### src/rtl/pixel_readout_buffer.sv
// Captures Gray-coded pixel groups on READ_CLK_IN edges, decodes them into a group FIFO,
// and serializes them as a one-pixel-per-beat valid/ready stream with row/column and frame markers.
module pixel_readout_buffer #(
  parameter int WIDTH                  = 2,
  parameter int HEIGHT                 = 2,
  parameter int OUTPUT_BUS_PIXEL_WIDTH = 2,
  parameter int BIT_DEPTH              = 8,
  parameter int FIFO_DEPTH             = 2
) (
  input  logic                                                 SYSTEM_CLK,
  input  logic                                                 SYSTEM_RESET,
  input  logic                                                 READ_RESET,
  input  logic                                                 READ_CLK_IN,
  input  logic [OUTPUT_BUS_PIXEL_WIDTH*BIT_DEPTH-1:0]          DATA_IN,
  output logic [BIT_DEPTH-1:0]                                 PIXEL_DATA,
  output logic [((HEIGHT > 1) ? $clog2(HEIGHT) : 1)-1:0]       PIXEL_ROW,
  output logic [((WIDTH > 1) ? $clog2(WIDTH) : 1)-1:0]         PIXEL_COL,
  output logic                                                 PIXEL_VALID,
  input  logic                                                 PIXEL_READY,
  output logic                                                 FRAME_START,
  output logic                                                 FRAME_END,
  output logic                                                 FRAME_DONE,
  output logic                                                 OVERFLOW
);
  localparam int OBPW = OUTPUT_BUS_PIXEL_WIDTH;
  localparam int BW   = OBPW * BIT_DEPTH;
  localparam int NPIX = WIDTH * HEIGHT;
  localparam int NG   = NPIX / OBPW;
  localparam int GW   = (NG > 1) ? $clog2(NG) : 1;
  localparam int KW   = (OBPW > 1) ? $clog2(OBPW) : 1;
  localparam int IW   = (NPIX > 1) ? $clog2(NPIX) : 1;
  localparam int RW   = (HEIGHT > 1) ? $clog2(HEIGHT) : 1;
  localparam int CW   = (WIDTH > 1) ? $clog2(WIDTH) : 1;
  localparam int AW   = $clog2(FIFO_DEPTH);

  typedef enum logic [1:0] {S_IDLE, S_CAPTURE, S_DRAIN} state_t;

  state_t          r_state;
  state_t          w_state_next;
  logic            r_rclk_d;
  logic            w_edge;
  logic            w_capture_edge;
  logic [BW-1:0]   r_mem_data [FIFO_DEPTH];
  logic [GW-1:0]   r_mem_grp  [FIFO_DEPTH];
  logic [AW:0]     r_wptr;
  logic [AW:0]     r_rptr;
  logic [AW:0]     w_count;
  logic            w_full;
  logic            w_empty;
  logic            w_push;
  logic            w_pop;
  logic            w_drop;
  logic [GW-1:0]   r_grp;
  logic [BW-1:0]   r_ser_data;
  logic [GW-1:0]   r_ser_grp;
  logic [KW-1:0]   r_ser_k;
  logic            r_ser_valid;
  logic            w_accept;
  logic            w_last_accept;
  logic            w_drain_done;
  logic [IW-1:0]   w_idx;
  logic            r_overflow;
  logic            r_frame_done;
  logic [BW-1:0]   w_bin_group;

  function automatic logic [BIT_DEPTH-1:0] gray2bin(input logic [BIT_DEPTH-1:0] g);
    logic [BIT_DEPTH-1:0] b;
    b = '0;
    b[BIT_DEPTH-1] = g[BIT_DEPTH-1];
    for (int i = BIT_DEPTH - 2; i >= 0; i--) b[i] = b[i+1] ^ g[i];
    return b;
  endfunction

  always_comb begin
    w_bin_group = '0;
    for (int k = 0; k < OBPW; k++)
      w_bin_group[k*BIT_DEPTH +: BIT_DEPTH] = gray2bin(DATA_IN[k*BIT_DEPTH +: BIT_DEPTH]);
  end

  // Handshake: a beat moves when PIXEL_VALID & PIXEL_READY; a valid beat stays put until then.
  assign w_edge         = READ_CLK_IN & ~r_rclk_d;
  assign w_count        = r_wptr - r_rptr;
  assign w_full         = (w_count == (AW+1)'(FIFO_DEPTH));
  assign w_empty        = (w_count == '0);
  assign w_accept       = r_ser_valid & PIXEL_READY;
  assign w_last_accept  = w_accept & (r_ser_k == KW'(OBPW - 1));
  assign w_pop          = ~READ_RESET & ~w_empty & (~r_ser_valid | w_last_accept);
  assign w_capture_edge = (r_state == S_CAPTURE) & w_edge & ~READ_RESET;
  // Popping frees a slot in the same cycle, so a full FIFO still accepts the write.
  assign w_push         = w_capture_edge & (~w_full | w_pop);
  assign w_drop         = w_capture_edge & w_full & ~w_pop;
  assign w_drain_done   = (r_state == S_DRAIN) & ~READ_RESET & w_empty &
                          (~r_ser_valid | w_last_accept);

  always_comb begin
    w_state_next = r_state;
    case (r_state)
      S_IDLE:    w_state_next = S_IDLE;
      S_CAPTURE: if (w_capture_edge && r_grp == GW'(NG - 1)) w_state_next = S_DRAIN;
      S_DRAIN:   if (w_drain_done) w_state_next = S_IDLE;
      default:   w_state_next = S_IDLE;
    endcase
    if (READ_RESET) w_state_next = S_CAPTURE;
  end

  always_ff @(posedge SYSTEM_CLK) begin
    if (SYSTEM_RESET) r_state <= S_IDLE;
    else              r_state <= w_state_next;
  end

  always_ff @(posedge SYSTEM_CLK) begin
    if (w_push) begin
      r_mem_data[r_wptr[AW-1:0]] <= w_bin_group;
      r_mem_grp[r_wptr[AW-1:0]]  <= r_grp;
    end
  end

  always_ff @(posedge SYSTEM_CLK) begin
    if (SYSTEM_RESET) begin
      r_rclk_d     <= 1'b0;
      r_frame_done <= 1'b0;
      r_wptr       <= '0;
      r_rptr       <= '0;
      r_grp        <= '0;
      r_overflow   <= 1'b0;
      r_ser_valid  <= 1'b0;
      r_ser_data   <= '0;
      r_ser_grp    <= '0;
      r_ser_k      <= '0;
    end else begin
      r_rclk_d     <= READ_CLK_IN;
      r_frame_done <= w_drain_done;
      if (READ_RESET) begin
        r_wptr      <= '0;
        r_rptr      <= '0;
        r_grp       <= '0;
        r_overflow  <= 1'b0;
        r_ser_valid <= 1'b0;
      end else begin
        if (w_push) r_wptr <= r_wptr + (AW+1)'(1);
        if (w_pop)  r_rptr <= r_rptr + (AW+1)'(1);
        // Dropped groups still advance the counter so later coordinates stay right.
        if (w_capture_edge) r_grp <= (r_grp == GW'(NG - 1)) ? '0 : r_grp + GW'(1);
        if (w_drop) r_overflow <= 1'b1;
        if (w_pop) begin
          r_ser_data  <= r_mem_data[r_rptr[AW-1:0]];
          r_ser_grp   <= r_mem_grp[r_rptr[AW-1:0]];
          r_ser_k     <= '0;
          r_ser_valid <= 1'b1;
        end else if (w_last_accept) begin
          r_ser_valid <= 1'b0;
        end else if (w_accept) begin
          r_ser_k <= r_ser_k + KW'(1);
        end
      end
    end
  end

  assign w_idx       = IW'(int'(r_ser_grp) * OBPW + int'(r_ser_k));
  assign PIXEL_DATA  = r_ser_data[r_ser_k*BIT_DEPTH +: BIT_DEPTH];
  assign PIXEL_ROW   = RW'(int'(w_idx) / WIDTH);
  assign PIXEL_COL   = CW'(int'(w_idx) % WIDTH);
  assign PIXEL_VALID = r_ser_valid;
  assign FRAME_START = r_ser_valid & (w_idx == '0);
  assign FRAME_END   = r_ser_valid & (w_idx == IW'(NPIX - 1));
  assign FRAME_DONE  = r_frame_done;
  assign OVERFLOW    = r_overflow;

endmodule
### config.mk
export PLATFORM = sky130hd
export DESIGN_NAME = pixel_readout_buffer
export DESIGN_NICKNAME = d
export VERILOG_FILES = /design/src/rtl/pixel_readout_buffer.sv
export SDC_FILE = /design/constraint.sdc
export NUM_CORES = 1
export LEC_CHECK = 0
export BUFFER_PORTS_ARGS = -buffer_cell sky130_fd_sc_hd__buf_2
export CORE_UTILIZATION = 35
export CTS_BUF_LIST = sky130_fd_sc_hd__clkbuf_8
export CTS_CLUSTER_SIZE = 10
export DETAILED_ROUTE_END_ITERATION = 7
export PLACE_DENSITY = 0.58
export SLEW_MARGIN = 40
export SYNTH_ARGS = -nofsm -noshare
export SYNTH_HDL_FRONTEND = slang
export SYNTH_SLANG_ARGS = --single-unit
### constraint.sdc
create_clock -name SYSTEM_CLK -period 6 [get_ports SYSTEM_CLK]
set_clock_uncertainty 0.2 [all_clocks]
set_input_delay 0.9 -clock SYSTEM_CLK [delete_from_list [all_inputs] [get_ports SYSTEM_CLK]]
set_output_delay 0.9 -clock SYSTEM_CLK [all_outputs]
set_load 0.02 [all_outputs]
# After elaboration in Yosys (flattened, before gate mapping)
# Memories as Yosys holds them, arrays and structs flattened. A register that Yosys moved wholly into a read port is not among the register bits.
# Cells that the tools add are included.
# W data, S select, Z words.
# classes
div_mod_pow,0
n_shift,1
n_mux,12
eq_ne,9
n_addsub,6
n_lt_le_gt_ge,0
bitwise,37
multipliers,0
reduce_logical,10
# ops
operator,n
$shiftx A16 B5 Y8,1
$and A1 B1 Y1,15
$xor A1 B1 Y1,14
$mux W1,9
$eq A2 B2 Y1 const B,3
$not A1 Y1,6
$reduce_and A2 Y1,3
$add A2 B1 Y2 const B,2
$logic_not A2 Y1,2
$mux W2,2
$ne A2 B2 Y1 const B,2
$pmux W2 S2,1
$reduce_bool A2 Y1,2
$ne A3 B2 Y1 const B,1
$ne A3 B3 Y1 const B,1
$reduce_and A3 Y1,1
$add A1 B1 Y1 const B,2
$add A2 B1 Y2,1
$eq A2 B1 Y1 const B,1
$ne A2 B1 Y1 const B,1
$or A1 B1 Y1,2
$reduce_or A2 Y1,1
$sub A2 B2 Y2,1
$logic_and A1 B1 Y1,1
# word_totals
elab_cells,87
mem_bits_ro,0
regBits,12
memories,2
input_bits,21
mem_bits_rw,34
out_inout_bits,15
latch_bits,0
# mem_list
memory,depth,width,rd,rd_clocked_by_memory_dff,write_ports,line_no,rtl
r_mem_data,2,16,1,1,1,43,logic [BW-1:0] r_mem_data [FIFO_DEPTH];
r_mem_grp,2,1,1,1,1,44,logic [GW-1:0] r_mem_grp [FIFO_DEPTH];

# Depth between registers and ports, before layout
# logic_depth
ltp_word,9
ltp_mapped,6

# Least setup slack after synthesis
# OpenSTA, ideal clock, no wires.
# synth_path
path_type,input-to-reg
startpoint,input port PIXEL_READY
endpoint,"memory r_mem_data[1][0] (netlist name), enable pin"
cell_stages,3
slack_ns,3.447
setup_time_ns,0.375
t_arrival_ns,1.978
n_path_buf,0
path_cell_list,a21boi_1 -> a311oi_1 -> and2_1
# synth_via
elab_chain_len,8
# synth_lines
element,line_no,rtl
start: declaration,19,"input logic PIXEL_READY,"
$and A1 B1 Y1,85,assign w_accept = r_ser_valid & PIXEL_READY;
$and A1 B1 Y1,86,assign w_last_accept = w_accept & (r_ser_k == KW'(OBPW - 1));
$or A1 B1 Y1,87,assign w_pop = ~READ_RESET & ~w_empty & (~r_ser_valid | w_last_accept);
$and A1 B1 Y1,87,
$or A1 B1 Y1,90,assign w_push = w_capture_edge & (~w_full | w_pop);
$and A1 B1 Y1,90,
$mux W1,112,if (w_push) begin
$mux W1 (not written as such),113,r_mem_data[r_wptr[AW-1:0]] <= w_bin_group;
end: declaration,43,
# No other way between the ends.

# Worst setup path in the final report
# layout_path
startpoint,register r_ser_k
endpoint,"memory r_mem_data[0][7] (netlist name), enable pin"
# layout_via
elab_chain_len,7
# layout_lines
element,line_no,rtl
start: declaration,56,logic [KW-1:0] r_ser_k;
start signal: assignment,153,r_ser_k <= r_ser_k + KW'(1);
$and A1 B1 Y1,86,
$or A1 B1 Y1,87,
$and A1 B1 Y1,87,
$or A1 B1 Y1,90,
$and A1 B1 Y1,90,
$mux W1,112,
$mux W1 (not written as such),113,
# No other way between the ends.

==> metrics.txt <==
Final Instance Area=between 0.003 and 0.004 mm2; WS Path Type=flop to flop; worst skew pair latency=0.33 ns; Yosys top cell by area=edfxtp_1; Mean Syn Cell Area=13.43 um2; ys flop type=edfxtp_1; Starting Density=a little over a third; Achievable Freq=between 300 and 400 MHz; Relative slew margins=51.34%; post-synthesis sequential area ratio=59.93%; detailed-router iteration count before antenna repair=4; synth warn=0; Worst Max-Slew Pin Slew=roughly 0.73 ns; slowest stage cell, crit path=dfxtp_1; synthesized net count=220; die extent in x=just under 90 um; vias in the first global route=about 1500; # rows=31; CP peak stage delay=0.76 ns; status=finished clean; Num CTS Buffers=9; htree depth=3; number of port buffers=35; top cell type's share of synthesized area=38.20%; Max-cap violations=0; CP endpoint kind=flop; PostCTS Resize Cnt=0; Hold Path Class=flop to flop; Post-DP HPWL=slightly below 3000 um; total chip power=between 900 and 1000 uW; clk sinks=63; FF-to-FF End=r_mem_data[0][7]; Cells after Synth=slightly below 200; final net count=between 200 and 300; crit path capture=r_mem_data[0][7]; main area contributors after synthesis=edfxtp_1 38%, dfxtp_1 22%, mux2i_1 6.4%, xnor2_1 5.6%, a211oi_2 5.1%; hold buffer count at CTS=0; initial antenna violation count=0; Post-CTS Setup Inserts=0; DR vias=approximately 1500; GRT Util Overall=12.70%; CTS tree=built; most frequent cell after synthesis=edfxtp_1; worst-path maximum fanout=17; io pins=36; Die Y=between 80 and 90 um; Power Density=about 300 mW/mm2; Reg clk slew, reported paths=~0.07 ns; Leak=0.001069 uW; Fill cells=just under 700; Place WS=around 3 ns; share of layout cells above drive strength 1=32.92%; GP Congestion=just over 0.7; register area=about 0.0016 mm2; pin count of the biggest net entering global routing=38; Die ar.=0.007990 mm2; R2R Path Start=r_ser_k; unrepaired setup endpoints after global routing=false; crit path launch type=flop; DP Area=about 0.0029 mm2; worst path cell trace=a21boi_1, a311oi_1, and2b_1; clock buffer depth=2; Placeable Area=0.007331 mm2; Reg2Reg Setup Slack=roughly 3.1 ns; grt total ovfl=0; register bit count reported by yosys=63; footprint of the multi-input gates=997.2 um2; EDFF count, synth=34; peak supply drop=0.0001324 V; CP Launch Point=r_ser_k; CTS root buf=clkbuf_8; CP arrival=2.62 ns; WL/cell=between 10 and 15 um; P&R area growth vs syn=17.46%; Tmin final=2.862 ns; final worst setup slack=3.138 ns; vias per cell=about 4.5; top cells by count, synth=34 x edfxtp_1, 29 x dfxtp_1, 24 x nor2_1, 17 x mux2i_1, 17 x xnor2_1; Final Hold Viols=0; residual DRC count=0; WP data required=approximately 5.8 ns; first-pass GRT wire length=7182 um; ratio of final minimum period to clock period=~48%; synthesized cell area=0.002673 mm2; final setup fails=0; r2r worst-path depth=3; Detailed Route Iter0 Violations=66; ANT nets after route=0; final wirelength=around 4400 um; Post-synth ARST share=0%; antenna cells=0; Distinct cells, synth=38; Post-Route Setup TNS=0 ns; pins over their slew limit=0
[kinds of logic (layout without fill, tap and decap cells)]
family	Yosys count	count (layout)	synth area share (%)
compound gates	30	30	10.91
simple gates	40	40	7.679
xor+xnor	26	26	8.521
mux	26	26	10.16
flops	63	63	59.93
buf+inv	14	55	2.809
[layout by cell type (no fill, tap or decap), types with 2 or more instances in the layout]
cell	instances
inv_1	3
xnor2_1	17
nand3b_1	3
bufinv_16	2
dfxtp_1	28
xor2_1	9
clkbuf_8	10
nor2_1	24
clkinvlp_4	2
a211oi_1	6
mux2_2	9
a21oi_1	3
buf_2	35
edfxtp_1	34
a21bo_2	2
nor2b_1	2
a211oi_2	11
mux2i_1	17
[through the flow]
step | hold WS, ns | util, % | cells
floorplan | 0.2352 | - | 199
global placement | 0.2701 | 39.77 | 323
detailed placement | 0.2770 | 39.78 | 323
CTS | 0.2872 | 42.81 | 339
global route | 0.3251 | 42.82 | 339
finish | 0.2850 | 42.82 | 339
[state kept, by name (all words and copies together), names as in the netlist, 2 cells and up]
name        cells
r_mem_grp       2
r_mem_data     32
r_ser_data     16
r_wptr          2
r_rptr          2
r_state         2
[worst min-delay path by stage]
stage	start	to	slack, ns	cells after the start
after floorplan	r_state[0]	FRAME_DONE	0.24	1
after global placement	r_state[1]	FRAME_DONE	0.27	2
after detailed placement	r_state[1]	FRAME_DONE	0.28	2
after CTS	r_state[1]	FRAME_DONE	0.29	2
after global routing	r_state[1]	r_state[1]	0.33	2
final	r_state[1]	FRAME_DONE	0.29	2
[final cells by class]
class / count / share of cell area [%]
Timing Repair Buffer: 36 / 5.819
Clock inverter: 6 / 2.670
Sequential cell: 63 / 51.06
Clock buffer: 10 / 4.384
Tap cell: 99 / 3.946
Multi-Input combinational cell: 122 / 31.77
Inverter: 3 / 0.3587
[critical path, delay by kind of cell, from the launching register on]
| kind | cells | cell delay, ns |
|---|---|---|
| AO/OA/AOI/OAI | 2 | 0.85 |
| AND/OR/NAND/NOR | 1 | 0.67 |
| flip-flops | 1 | 0.76 |
[power breakdown]
| part | switching [uW] | total, uW | internal, uW |
|---|---|---|---|
| Clock | 153 | 396 | 243 |
| Sequential | 3.02 | 477 | 474 |
| Combinational | 41.5 | 70.0 | 28.4 |
| Total | 198 | 942 | 745 |
[layer usage]
layer	routed length, um	GRT usage (%)
met1	2075	15.39
met2	2041	20.06
met4	34	4.762
met3	263	5.540
met5	0	0
Power figures use the tool's default switching activity.
